===== src/rtl/cpu_run_monitor_pkg.sv =====
// Shared types for the CPU run monitor: run-controller states and the logged event record.
package cpu_run_monitor_pkg;

    localparam int DEF_LED_W = 8;
    localparam int DEF_DIG_W = 12;
    localparam int DEF_CYC_W = 32;

    typedef enum logic [1:0] {
        ST_HOLD    = 2'd0,
        ST_RUN     = 2'd1,
        ST_DONE    = 2'd2,
        ST_TIMEOUT = 2'd3
    } run_state_t;

    typedef struct packed {
        logic [DEF_CYC_W-1:0] cycle;
        logic [DEF_LED_W-1:0] led;
        logic [DEF_DIG_W-1:0] digital;
    } run_event_t;

endpackage


===== src/rtl/run_event_fifo.sv =====
// Generic synchronous first-word-fall-through FIFO with a registered head word and a sticky drop flag.
module run_event_fifo #(
    parameter int DEPTH = 16,
    parameter int WIDTH = 8
) (
    input  logic             clk,
    input  logic             srst,
    input  logic             push,
    input  logic [WIDTH-1:0] push_data,
    output logic             full,
    input  logic             pop,
    output logic [WIDTH-1:0] pop_data,
    output logic             empty,
    output logic             overflow
);
    localparam int AW = $clog2(DEPTH);

    logic [WIDTH-1:0] mem [DEPTH];
    logic [AW:0]      wr_ptr_reg, rd_ptr_reg;
    logic [AW:0]      wr_ptr_next, rd_ptr_next;
    logic [AW:0]      count;
    logic [WIDTH-1:0] head_reg;
    logic             overflow_reg;
    logic             push_ok, pop_ok;

    assign count       = wr_ptr_reg - rd_ptr_reg;
    assign empty       = (wr_ptr_reg == rd_ptr_reg);
    assign full        = (count == (AW+1)'(DEPTH));
    assign pop_ok      = pop && !empty;
    // A pop frees the slot this cycle, so a push into a full FIFO still lands.
    assign push_ok     = push && (!full || pop_ok);
    assign wr_ptr_next = wr_ptr_reg + (AW+1)'(push_ok);
    assign rd_ptr_next = rd_ptr_reg + (AW+1)'(pop_ok);
    assign pop_data    = head_reg;
    assign overflow    = overflow_reg;

    always_ff @(posedge clk) begin
        if (push_ok) begin
            mem[wr_ptr_reg[AW-1:0]] <= push_data;
        end
    end

    always_ff @(posedge clk) begin
        if (srst) begin
            wr_ptr_reg   <= '0;
            rd_ptr_reg   <= '0;
            head_reg     <= '0;
            overflow_reg <= 1'b0;
        end else begin
            wr_ptr_reg <= wr_ptr_next;
            rd_ptr_reg <= rd_ptr_next;
            if (push && !push_ok) begin
                overflow_reg <= 1'b1;
            end
            // Head only moves while something is queued; an empty FIFO keeps showing its last word.
            if (wr_ptr_next != rd_ptr_next) begin
                if (push_ok && (rd_ptr_next == wr_ptr_reg)) begin
                    head_reg <= push_data;
                end else begin
                    head_reg <= mem[rd_ptr_next[AW-1:0]];
                end
            end
        end
    end

endmodule


===== src/rtl/cpu_run_monitor.sv =====
// Self-timed CPU reset/run controller that timestamps every LED/7-segment change into an event FIFO.
// Optional no-change watchdog enabled by defining CPU_RUN_MONITOR_WDOG_EN.
module cpu_run_monitor
    import cpu_run_monitor_pkg::*;
#(
    parameter int RESET_CYCLES = 10,
    parameter int MAX_CYCLES   = 30000,
    parameter int LED_W        = DEF_LED_W,
    parameter int DIG_W        = DEF_DIG_W,
    parameter int CYC_W        = DEF_CYC_W,
    parameter int DEPTH        = 16,
    parameter int WDOG_CYCLES  = 4096
) (
    input  logic             clk,
    input  logic             reset,
    input  logic [LED_W-1:0] led,
    input  logic [DIG_W-1:0] digital,
    output logic             cpu_reset,
    output logic [CYC_W-1:0] run_cycles,
    output logic             evt_valid,
    input  logic             evt_ready,
    output logic [CYC_W-1:0] evt_cycle,
    output logic [LED_W-1:0] evt_led,
    output logic [DIG_W-1:0] evt_digital,
    output logic             overflow,
    output logic             done,
    output logic             timeout
);
    localparam int EVT_W  = CYC_W + LED_W + DIG_W;
    localparam int HOLD_W = $clog2(RESET_CYCLES + 1);

    run_state_t       state_reg;
    logic [HOLD_W-1:0] hold_cnt_reg;
    logic [CYC_W-1:0] run_cycles_reg;
    logic [LED_W-1:0] prev_led_reg;
    logic [DIG_W-1:0] prev_digital_reg;
    logic             cpu_reset_reg, done_reg, timeout_reg;

    logic             change, push, at_max, wdog_fire;
    logic             fifo_full, fifo_empty;
    logic [EVT_W-1:0] push_word, head_word;

    assign change    = {led, digital} != {prev_led_reg, prev_digital_reg};
    assign push      = (state_reg == ST_RUN) && change;
    assign at_max    = (run_cycles_reg == CYC_W'(MAX_CYCLES - 1));
    assign push_word = {run_cycles_reg, led, digital};

`ifdef CPU_RUN_MONITOR_WDOG_EN
    localparam int IDLE_W = $clog2(WDOG_CYCLES + 1);
    logic [IDLE_W-1:0] idle_cnt_reg;

    assign wdog_fire = !change && (idle_cnt_reg == IDLE_W'(WDOG_CYCLES - 1));

    always_ff @(posedge clk) begin
        if (reset || (state_reg != ST_RUN) || change) begin
            idle_cnt_reg <= '0;
        end else if (!wdog_fire) begin
            idle_cnt_reg <= idle_cnt_reg + 1'b1;
        end
    end
`else
    // Watchdog compiled out: the expression is constant false.
    assign wdog_fire = (WDOG_CYCLES < 0);
`endif

    always_ff @(posedge clk) begin
        if (reset) begin
            state_reg        <= ST_HOLD;
            hold_cnt_reg     <= '0;
            run_cycles_reg   <= '0;
            prev_led_reg     <= '0;
            prev_digital_reg <= '0;
            cpu_reset_reg    <= 1'b1;
            done_reg         <= 1'b0;
            timeout_reg      <= 1'b0;
        end else begin
            case (state_reg)
                ST_HOLD: begin
                    prev_led_reg     <= led;
                    prev_digital_reg <= digital;
                    hold_cnt_reg     <= hold_cnt_reg + 1'b1;
                    if (hold_cnt_reg == HOLD_W'(RESET_CYCLES - 1)) begin
                        state_reg     <= ST_RUN;
                        cpu_reset_reg <= 1'b0;
                    end
                end
                ST_RUN: begin
                    if (change) begin
                        prev_led_reg     <= led;
                        prev_digital_reg <= digital;
                    end
                    // The last RUN cycle's count is the frozen final value.
                    if (!at_max && !wdog_fire && (run_cycles_reg != '1)) begin
                        run_cycles_reg <= run_cycles_reg + 1'b1;
                    end
                    if (at_max) begin
                        state_reg     <= ST_DONE;
                        done_reg      <= 1'b1;
                        cpu_reset_reg <= 1'b1;
                    end else if (wdog_fire) begin
                        state_reg     <= ST_TIMEOUT;
                        timeout_reg   <= 1'b1;
                        cpu_reset_reg <= 1'b1;
                    end
                end
                default: begin
                end
            endcase
        end
    end

    run_event_fifo #(
        .DEPTH(DEPTH),
        .WIDTH(EVT_W)
    ) u_fifo (
        .clk      (clk),
        .srst     (reset),
        .push     (push),
        .push_data(push_word),
        .full     (fifo_full),
        .pop      (evt_ready),
        .pop_data (head_word),
        .empty    (fifo_empty),
        .overflow (overflow)
    );

    assign {evt_cycle, evt_led, evt_digital} = head_word;
    assign evt_valid  = !fifo_empty;
    assign cpu_reset  = cpu_reset_reg;
    assign run_cycles = run_cycles_reg;
    assign done       = done_reg;
    assign timeout    = timeout_reg;

endmodule


===== config.mk =====
export PLATFORM = sky130hd
export DESIGN_NAME = cpu_run_monitor
export DESIGN_NICKNAME = d
export VERILOG_FILES = /design/src/rtl/cpu_run_monitor_pkg.sv /design/src/rtl/run_event_fifo.sv /design/src/rtl/cpu_run_monitor.sv
export SDC_FILE = /design/constraint.sdc
export NUM_CORES = 1
export LEC_CHECK = 0
export CAP_MARGIN = 25
export CELL_PAD_IN_SITES_DETAIL_PLACEMENT = 0
export CELL_PAD_IN_SITES_GLOBAL_PLACEMENT = 1
export CORE_MARGIN = 2
export CORE_UTILIZATION = 48
export CTS_CLUSTER_DIAMETER = 50
export DETAILED_ROUTE_END_ITERATION = 6
export PLACE_DENSITY = 0.8
export SYNTH_ARGS = -nofsm -noshare
export SYNTH_HDL_FRONTEND = slang
export SYNTH_SLANG_ARGS = --single-unit

===== constraint.sdc =====
create_clock -name clk -period 6.4 [get_ports clk]
set_input_delay 0.64 -clock clk [delete_from_list [all_inputs] [get_ports clk]]
set_output_delay 0.64 -clock clk [all_outputs]
set_load 0.02 [all_outputs]

# ---- Yosys cells after proc, flatten, opt, wreduce, memory -nomap -nowiden
# Memories as Yosys holds them, arrays and structs flattened.
# Index checks and enable logic that the tools add are counted.
dict set report classes {
  bitwise 0
  n_eq_ne 12
  n_addsub 5
  reduce_logical 17
  n_lt_le_gt_ge 0
  shift 0
  n_div 0
  n_mux 13
  mul 0
}
# operator count
set ops {}
lappend ops {{$mux 52} 1}
lappend ops {{$add 32x1->32 const B} 1}
lappend ops {{$eq 32x15->1 const B} 1}
lappend ops {{$ne 32x32->1 const B} 1}
lappend ops {{$pmux 12 s2} 1}
lappend ops {{$ne 20x20->1} 1}
lappend ops {{$pmux 8 s2} 1}
lappend ops {{$mux 12} 1}
lappend ops {{$add 5x1->5} 2}
lappend ops {{$eq 5x5->1} 2}
lappend ops {{$mux 8} 1}
lappend ops {{$logic_and 1x1->1} 6}
lappend ops {{$ne 2x2->1 const B} 3}
lappend ops {{$reduce_and 2->1} 3}
lappend ops {{$eq 5x5->1 const B} 1}
lappend ops {{$ne 5x5->1} 1}
lappend ops {{$sub 5x5->5} 1}
lappend ops {{$add 4x1->4 const B} 1}
lappend ops {{$eq 4x4->1 const B} 1}
lappend ops {{$logic_not 1->1} 4}
lappend ops {{$mux 1} 4}
lappend ops {{$mux 2} 2}
lappend ops {{$pmux 2 s2} 1}
lappend ops {{$reduce_and 3->1} 1}
lappend ops {{5 further kinds} 5}
dict set report totals {
  wordCells 59
  ramBits 832
  mem_count 1
  ff_bits 123
  latchBits 0
  romBits 0
  output_inout_bits 89
}
# memory depth word_bits read_ports rd_clocked_by_memory_dff write_ports line
set mem_list {}
lappend mem_list {u_fifo.mem 16 52 1 0 1 run_event_fifo.sv:18} ;# logic [WIDTH-1:0] mem [DEPTH];

# ---- Logic depth before layout (Yosys ltp)
# Gate-level depths: netlist (run 1).
dict set report logic_depth {
  ltp_word 7
  ltp_mapped 18
  ltp_nobuf 15
}

# ---- Cells and area by module
# From an unflattened synthesis (run 1), not the netlist that was laid out.
dict set report hier_totals {
  cells_unflattened 2061
  hier_area_um2 37295.8
}
# module area_per_inst_um2 instances cells_each seq_area_each_um2
set by_module_without_submodules {}
lappend by_module_without_submodules {run_event_fifo 34410.5 1 1734 26245.2}
lappend by_module_without_submodules {cpu_run_monitor 2885.3 1 327 1201.2}

# ---- Least setup slack after synthesis (run 1)
# Ideal clock, no wire load.
dict set report synth_timing {
  kind {input-to-reg}
  startpoint {in digital[11]}
  endpoint {mem u_fifo.mem[0][0] (netlist name) (enable)}
  cell_stages 8
  path_buffers 2
  setup_ns 0.526
  setup_slack_ns 0.445
  arrival_time_ns 5.429
  required_time_ns 5.874
  cell_sequence {xnor2_1 -> nand4_1 -> nor2_1 -> a21oi_1 -> clkbuf_1 -> clkbuf_1 -> nand4b_1 -> nor3_1}
}
dict set report synth_between {
  elab_chain_cells 5
}
# item line
set synth_lines {}
lappend synth_lines {{from (decl)} cpu_run_monitor.sv:17} ;# input logic [DIG_W-1:0] digital,
lappend synth_lines {{$ne 20x20->1} cpu_run_monitor.sv:43} ;# assign change = {led, digital} != {prev_led_reg, prev_digital_reg};
lappend synth_lines {{$logic_and 1x1->1} cpu_run_monitor.sv:44} ;# assign push = (state_reg == ST_RUN) && change;
lappend synth_lines {{$logic_and 1x1->1} run_event_fifo.sv:31} ;# assign push_ok = push && (!full || pop_ok);
lappend synth_lines {{$mux 1} run_event_fifo.sv:38} ;# if (push_ok) begin
lappend synth_lines {{$mux 1 (implied by the code)} run_event_fifo.sv:39} ;# mem[wr_ptr_reg[AW-1:0]] <= push_data;
lappend synth_lines {{to (decl)} run_event_fifo.sv:18}
# Every way passes these cells.

# ---- Final worst setup path (run 1)
dict set report layout_timing {
  startpoint {reg u_fifo.wr_ptr_reg[3]}
  endpoint {reg u_fifo.head_reg[25], in the netlist u_fifo.pop_data[25]}
}
dict set report layout_between {
  elab_chain_cells 7
  elab_cells_between_ends 15
}
# item line
set layout_lines {}
lappend layout_lines {{from (decl)} run_event_fifo.sv:19} ;# logic [AW:0] wr_ptr_reg, rd_ptr_reg;
lappend layout_lines {{from (signal assigned)} run_event_fifo.sv:50} ;# wr_ptr_reg <= wr_ptr_next;
lappend layout_lines {{$sub 5x5->5 or $eq 5x5->1 (tied branches)} {run_event_fifo.sv:26, run_event_fifo.sv:27}}
lappend layout_lines {{$eq 5x5->1 or $logic_not 1->1 (tied branches)} {run_event_fifo.sv:28, run_event_fifo.sv:29}}
lappend layout_lines {{$logic_not 1->1 or $logic_and 1x1->1 (tied branches)} {run_event_fifo.sv:31, run_event_fifo.sv:29}}
lappend layout_lines {{$logic_or 1x1->1 or $add 5x1->5 (tied branches)} {run_event_fifo.sv:31, run_event_fifo.sv:33}}
lappend layout_lines {{$logic_and 1x1->1 or $eq 5x5->1 (tied branches)} {run_event_fifo.sv:31, run_event_fifo.sv:57}}
lappend layout_lines {{$add 5x1->5 or $logic_and 1x1->1 (tied branches)} {run_event_fifo.sv:32, run_event_fifo.sv:57}}
lappend layout_lines {{$ne 5x5->1 or $mux 52 (tied branches)} {run_event_fifo.sv:56, run_event_fifo.sv:57}}
lappend layout_lines {{to (signal assigned)} run_event_fifo.sv:58} ;# head_reg <= push_data;
lappend layout_lines {{to (signal assigned)} run_event_fifo.sv:60} ;# head_reg <= mem[rd_ptr_next[AW-1:0]];
lappend layout_lines {{to (decl)} run_event_fifo.sv:22} ;# logic [WIDTH-1:0] head_reg;
# Several ways; a longest one is shown, not always the timed one.
# A chain may end at the register's enable or synchronous reset.

==> flow_metrics.env, run 1 <==
export IMPL_status="completed"
export IMPL_critPathLaunchType="register"
export IMPL_synthCells=2070
export IMPL_fin_crit_ps=5286
export IMPL_wl_per_cell_um=26.90
export IMPL_design_area_mm2=0.04384
export IMPL_grt_pass1_vias=21050
export IMPL_syn_num_nets=2104
export IMPL_layout_commonest_cell="edfxtp_1"
export IMPL_row_count=102
export IMPL_clk_latency_ps=670
export IMPL_maxCapViolCount=0
export IMPL_fmax_mhz=189.2
export IMPL_placed_area_mm2=0.04051
export IMPL_worstSetupPathType="reg2reg"
export IMPL_dp_slack_ps=1038
export IMPL_worstPathMaxFanout=44
export IMPL_crit_required_ps=6900
export IMPL_dr_first_iter_drc_count=2260
export IMPL_clk_pin_slew_ps=60
export IMPL_worst_slew_margin_rel_pct=30.13
export IMPL_vias=20530
export IMPL_antenna_found_initial=1
export IMPL_synthDistinctLibCells=59
export IMPL_final_setup_skew_ps=26.77
export IMPL_grt_use_total_pct=22.40
export IMPL_synthFlopType="edfxtp_1"
export IMPL_rsz0062_at_grt="false"
export IMPL_yosysWarnings=0
export IMPL_ys_seq_area_share_pct=72.54
export IMPL_postSynthAreaPerCell_um2=18.28
export IMPL_arrival_ps=5780
export IMPL_core_area_mm2=0.07772
export IMPL_slew_viol_final=0
export IMPL_final_cell_mix="edfxtp_1 (832), mux4_2 (208), dfxtp_1 (123)"
export IMPL_grt_max_degree=122
export IMPL_fp_dieH_um=284.8
export IMPL_io_pin_count=112
export IMPL_cts_tree="done"
export IMPL_worst_setup_path_end_kind="register"
export IMPL_ctsHtreeMaxLevel=3
export IMPL_worstMarginPinSlew_ps=1048
export IMPL_p_leak_nw=13.61
export IMPL_drive_above_1_share_pct=21.25
export IMPL_syn_area_mm2=0.03784
export IMPL_p_per_area_mw_per_mm2=288.0
export IMPL_first_pass_iters=6
export IMPL_fill_cells=5769
export IMPL_finalCritPeriodShare_pct=82.59
export IMPL_grt_pass1_wl_mm=135.5
export IMPL_postCtsHoldBufs=0
export IMPL_io_buffers=110
export IMPL_setup_total_negative_slack_ps=0
export IMPL_clock_path_buffers=3
export IMPL_drc=0
export IMPL_areaGrowthSynthToFinish_pct=15.87
export IMPL_setup_ws_ps=1114
export IMPL_die_area_mm2=0.08109
export IMPL_vias_per_cell=6.119
export IMPL_synth_seq_cells=955
export IMPL_min_path_type="reg2reg"
export IMPL_drt_wl_total_mm=90.27
export IMPL_synth_edff_count=832
export IMPL_finalHoldViolCount=0
export IMPL_dp_hpwl_mm=49.91
export IMPL_place_gp_congestion=0.7680
export IMPL_die_w_um=284.8
export IMPL_synthArstFlopShare_pct=0
export IMPL_setup_viol_count_final=0
export IMPL_numCtsBuffers=102
export IMPL_cts_sinks=955
export IMPL_largest_reg_flops=832
export IMPL_cts_resized_gates=0
export IMPL_vdd_drop_max_uv=197.9
export IMPL_drtAntennaViolNets=0
export IMPL_clock_root_buffer="clkbuf_16"
export IMPL_initial_core_util_pct=48.68
export IMPL_nets=2260
export IMPL_overflow=0
export IMPL_cts_setup_buffers=0
metal layers:
metal | part of all wire [%] | track usage (%) | vias to the layer above
met4 | 2.0 | 6.211 | 0
met2 | 49 | 36.73 | 912
li1 | - | - | 8709
met1 | 40 | 31.37 | 10780
met3 | 8.5 | 3.640 | 131
met5 | 0 | 0 | -
per-stage QoR:
stage                     std cells  total power, mW  utilization (%)  hold WS (ps)
after detailed placement       3161            7.024            52.12         442.9
after floorplan                2070            6.934                -         470.2
final                          3356            12.63            56.41         450.8
after global routing           3355            12.98            56.40         485.6
after CTS                      3354            12.72            56.37         456.3
after global placement         3161            7.018            52.12         437.1
cell usage after synthesis (all sizes together) (2+ instances only):
cell type	count	area, um2
nand3	30	155.1
and2	5	31.28
mux4	208	4684
mux2i	72	720.7
nor2b	59	376.6
xor2	14	130.1
nand4b	3	26.28
xnor2	48	427.9
nand4	21	146.4
nor4	10	83.83
nand2	17	63.81
nor3b	2	15.01
dfxtp	123	2462
buf	81	435.4
and3	5	31.28
or3	9	56.30
a21oi	68	340.3
edfxtp	832	24980
inv	15	56.30
ha	11	137.6
nor4bb	5	50.05
and4	4	35.03
a211oi	89	668.1
nand2b	2	12.51
a21o	4	30.03
nor2	125	469.2
clkbuf	59	227.7
nor4b	2	17.52
a311oi	16	183.9
a31oi	37	231.5
nor3	21	105.1
o21ai	59	295.3
power breakdown:
part | internal (mW) | switching [mW]
logic | 0.0632 | 0.101
clock network | 3.31 | 2.42
registers | 6.72 | 0.0122
area by class of cell:
type,instances,area (um2),share of cell area [%]
Clock buffer,129,2714,6.190
Sequential cell,955,27450,62.60
Multi-Input combinational cell,960,9872,22.52
Clock inverter,64,589.3,1.344
Tap cell,1040,1301,2.968
Antenna cell,1,2.502,0.005708
Timing Repair Buffer,192,1859,4.241
Inverter,15,56.30,0.1284
cell families after synthesis:
logic type / share of synthesized area, %
other cells: 0.009911
compound gates: 4.897
buf+inv: 1.901
simple gates: 4.471
flops: 72.54
xor+xnor: 1.534
fa+ha+maj: 0.3637
mux: 14.29
path summary, 6_finish.rpt:
check | start | endpoint | slack [ps] | cells after the start
min reg2reg | done | done | 450 | 2
max | u_fifo.wr_ptr_reg[3] | u_fifo.pop_data[25] | 1110 | 15
max reg2reg | u_fifo.wr_ptr_reg[3] | u_fifo.pop_data[25] | 1110 | 15
min | done | done | 450 | 2
worst max-delay path: stages, from the launching register on:
cell	delay (ps)
dfxtp_1	660
ha_1	370
xor2_1	170
or4_1	400
a211o_1	360
or3_1	420
and2_1	190
ha_1	210
ha_1	210
xnor2_1	240
xnor2_1	100
nor3_1	370
nand3_4	660
buf_4	490
nor2_1	170
a311oi_2	70
Note: power is estimated with default switching activity, not from simulation.
==> inputs of run 2 (changes only) <==
Settings changed: CORE_UTILIZATION 48 to 53, PLACE_DENSITY 0.8 to 0.84.
Clock period 6.4 ns to 5 ns, I/O delays scaled along.
==> run 2 against run 1 <==
Via count hardly changed. Clock power up 29%. Die area fell by 9.3%. Critical path depth up 1. Flip-flop and latch count did not move. Power increased by 28%. Combinational power increased by 32%. Highest routed layer unchanged.
==> flow_metrics.env, run 2 (synthesis results as in run 1) <==
export IMPL_grt_pass1_wl_mm=135.2
export IMPL_drive_above_1_share_pct=21.59
export IMPL_setup_total_negative_slack_ps=0
export IMPL_drtAntennaViolNets=0
export IMPL_p_leak_nw=13.70
export IMPL_critPathLaunchType="register"
export IMPL_report_power_total_mw=16.22
export IMPL_setup_viol_count_final=0
export IMPL_placed_area_mm2=0.04069
export IMPL_path_cells="inv_1, ha_1, xor2_1, or4_1, a211o_1, or3_1, and2_1, ha_1, ha_1, xnor2_1, xnor2_1, nor3_1, nand3_4, buf_12, nor2_1, a311oi_1"
export IMPL_crit_end="u_fifo.pop_data[8]"
export IMPL_fill_cells=4781
export IMPL_min_path_type="reg2reg"
export IMPL_postCtsHoldBufs=0
export IMPL_areaGrowthSynthToFinish_pct=16.30
export IMPL_cts_tree="done"
export IMPL_drt_wl_total_mm=90.55
export IMPL_largest_reg_flops=832
export IMPL_r2r_start="u_fifo.rd_ptr_reg[3]"
export IMPL_cp_top_family="simple AND/OR/NAND/NOR gates"
export IMPL_grt_pass1_vias=21160
export IMPL_design_area_mm2=0.04400
export IMPL_fp_dieH_um=271.2
export IMPL_rr_worst_depth=16
export IMPL_drc=0
export IMPL_path_depth=16
export IMPL_layout_commonest_cell="edfxtp_1"
export IMPL_clock_path_buffers=3
export IMPL_dp_slack_ps=426.1
export IMPL_sw_frac_of_total_pct=19.72
export IMPL_worst_setup_path_end_kind="register"
export IMPL_setup_ws_ps=375.2
export IMPL_placedCellCount=3075
export IMPL_antenna_cells=0
export IMPL_cp_startpoint="u_fifo.rd_ptr_reg[3]"
export IMPL_vias=20520
export IMPL_rsz0062_at_grt="false"
export IMPL_clk_latency_ps=660
export IMPL_final_cell_mix="edfxtp_1 (832), mux4_2 (208), dfxtp_1 (123)"
export IMPL_dp_hpwl_mm=47.12
export IMPL_dr_first_iter_drc_count=2438
export IMPL_slew_viol_final=0
export IMPL_finish_utilization_pct=62.51
export IMPL_vdd_drop_max_uv=269.9
export IMPL_io_buffers=110
export IMPL_r2r_end="u_fifo.pop_data[8]"
export IMPL_cts_resized_gates=0
export IMPL_maxCapViolCount=0
export IMPL_clock_root_buffer="clkbuf_16"
export IMPL_grt_max_degree=158
export IMPL_cts_sinks=955
export IMPL_path_common_cell="ha_1"
export IMPL_die_w_um=271.2
export IMPL_crit_buf_inv=2
export IMPL_vias_per_cell=6.293
export IMPL_core_area_mm2=0.07039
export IMPL_status="completed"
export IMPL_clkPwrFrac_pct=45.6
export IMPL_cts_setup_buffers=0
export IMPL_row_count=97
export IMPL_arrival_ps=5100
export IMPL_crit_required_ps=5480
export IMPL_antenna_found_initial=0
export IMPL_wl_per_cell_um=27.78
export IMPL_place_gp_congestion=0.7953
export IMPL_finalHoldViolCount=0
export IMPL_critPathMaxStageDelay_ps=470
export IMPL_nets=2270
export IMPL_overflow=0
export IMPL_final_instance_count_excl_fill=3260
export IMPL_fmax_mhz=216.2
export IMPL_cp_slowest_cell="dfxtp_1"
export IMPL_io_pin_count=112
export IMPL_ctsHtreeMaxLevel=3
export IMPL_p_switching_mw=3.199
export IMPL_combPwrFrac_pct=1.3
export IMPL_numCtsBuffers=99
export IMPL_p_int_mw=13.02
export IMPL_die_area_mm2=0.07354
export IMPL_final_setup_skew_ps=32.83
export IMPL_worstPathMaxFanout=55
export IMPL_hold_worst_slack_ps=454.1
export IMPL_seqCellArea_mm2=0.02745
export IMPL_grt_use_total_pct=24.88
export IMPL_clk_pin_slew_ps=60
export IMPL_fin_crit_ps=4625
export IMPL_p_per_area_mw_per_mm2=368.7
export IMPL_worstSetupPathType="reg2reg"
export IMPL_multi_input_area_mm2=0.009897
export IMPL_initial_core_util_pct=53.75
export IMPL_r2r_slack_ps=380
export IMPL_pwr_share_seq_pct=53.1
export IMPL_finalCritPeriodShare_pct=92.50
export IMPL_worst_slew_margin_rel_pct=26.97
export IMPL_worstMarginPinSlew_ps=1096
export IMPL_first_pass_iters=5
==> run 2: cell types whose count changed in the layout (fill, tap and decap cells not counted), sizes merged <==
cell,change
buf,+13
bufinv,+2
clkbuf,+3
clkinv,-13
clkinvlp,-1
diode,-1
inv,+1
==> run 2: how the worst min path moves through the flow <==
stage          slack [ps]         start           end  cells after the start
3_5_place_dp          450          done          done                      2
2_1_floorplan         470  state_reg[0]  state_reg[0]                      2
6_report              450          done          done                      2
4_1_cts               460          done          done                      2
3_3_place_gp          440          done          done                      2
5_1_grt               490          done          done                      2
==> run 2: worst reg2reg max path: cells and delay by family, from the launching register on <==
kind	cells	cell delay [ps]
AOI/OAI and AO/OA	2	430
xor gates and xnor gates	3	520
adders and majority gates	3	760
DFF	1	470
buffers and inverters	2	390
and+or+nand+nor	6	1870
==> run 2: layer usage <==
layer	vias to the layer above	part of all wire, %	track usage (%)
met5	-	0	0
met4	0	2.5	7.736
met3	161	8.3	4.405
met2	1034	50	41.43
met1	10630	39	33.83
li1	8691	-	-
==> run 2: power by group through the flow <==
stage | clock network, mW | logic, mW | registers, mW
2_1_floorplan | 0 | 0.0898 | 8.79
3_3_place_gp | 0 | 0.207 | 8.78
3_5_place_dp | 0 | 0.216 | 8.78
4_1_cts | 7.49 | 0.218 | 8.61
5_1_grt | 7.79 | 0.232 | 8.61
6_report | 7.39 | 0.217 | 8.61
==> run 2: area by class of cell <==
class / count / share of cell area, %
tap: 940 / 2.673
timing repair buffer: 205 / 4.800
clock inverter: 53 / 1.322
inverter: 15 / 0.1280
sequential: 955 / 62.37
multi-input combinational: 960 / 22.49
clock buffer: 132 / 6.213
==> inputs of run 3 (changes only) <==
Settings changed: GPL_ROUTABILITY_DRIVEN set to 1.
==> results of run 3 <==
No change in the layout: final DEF, timing and power equal those of run 2.
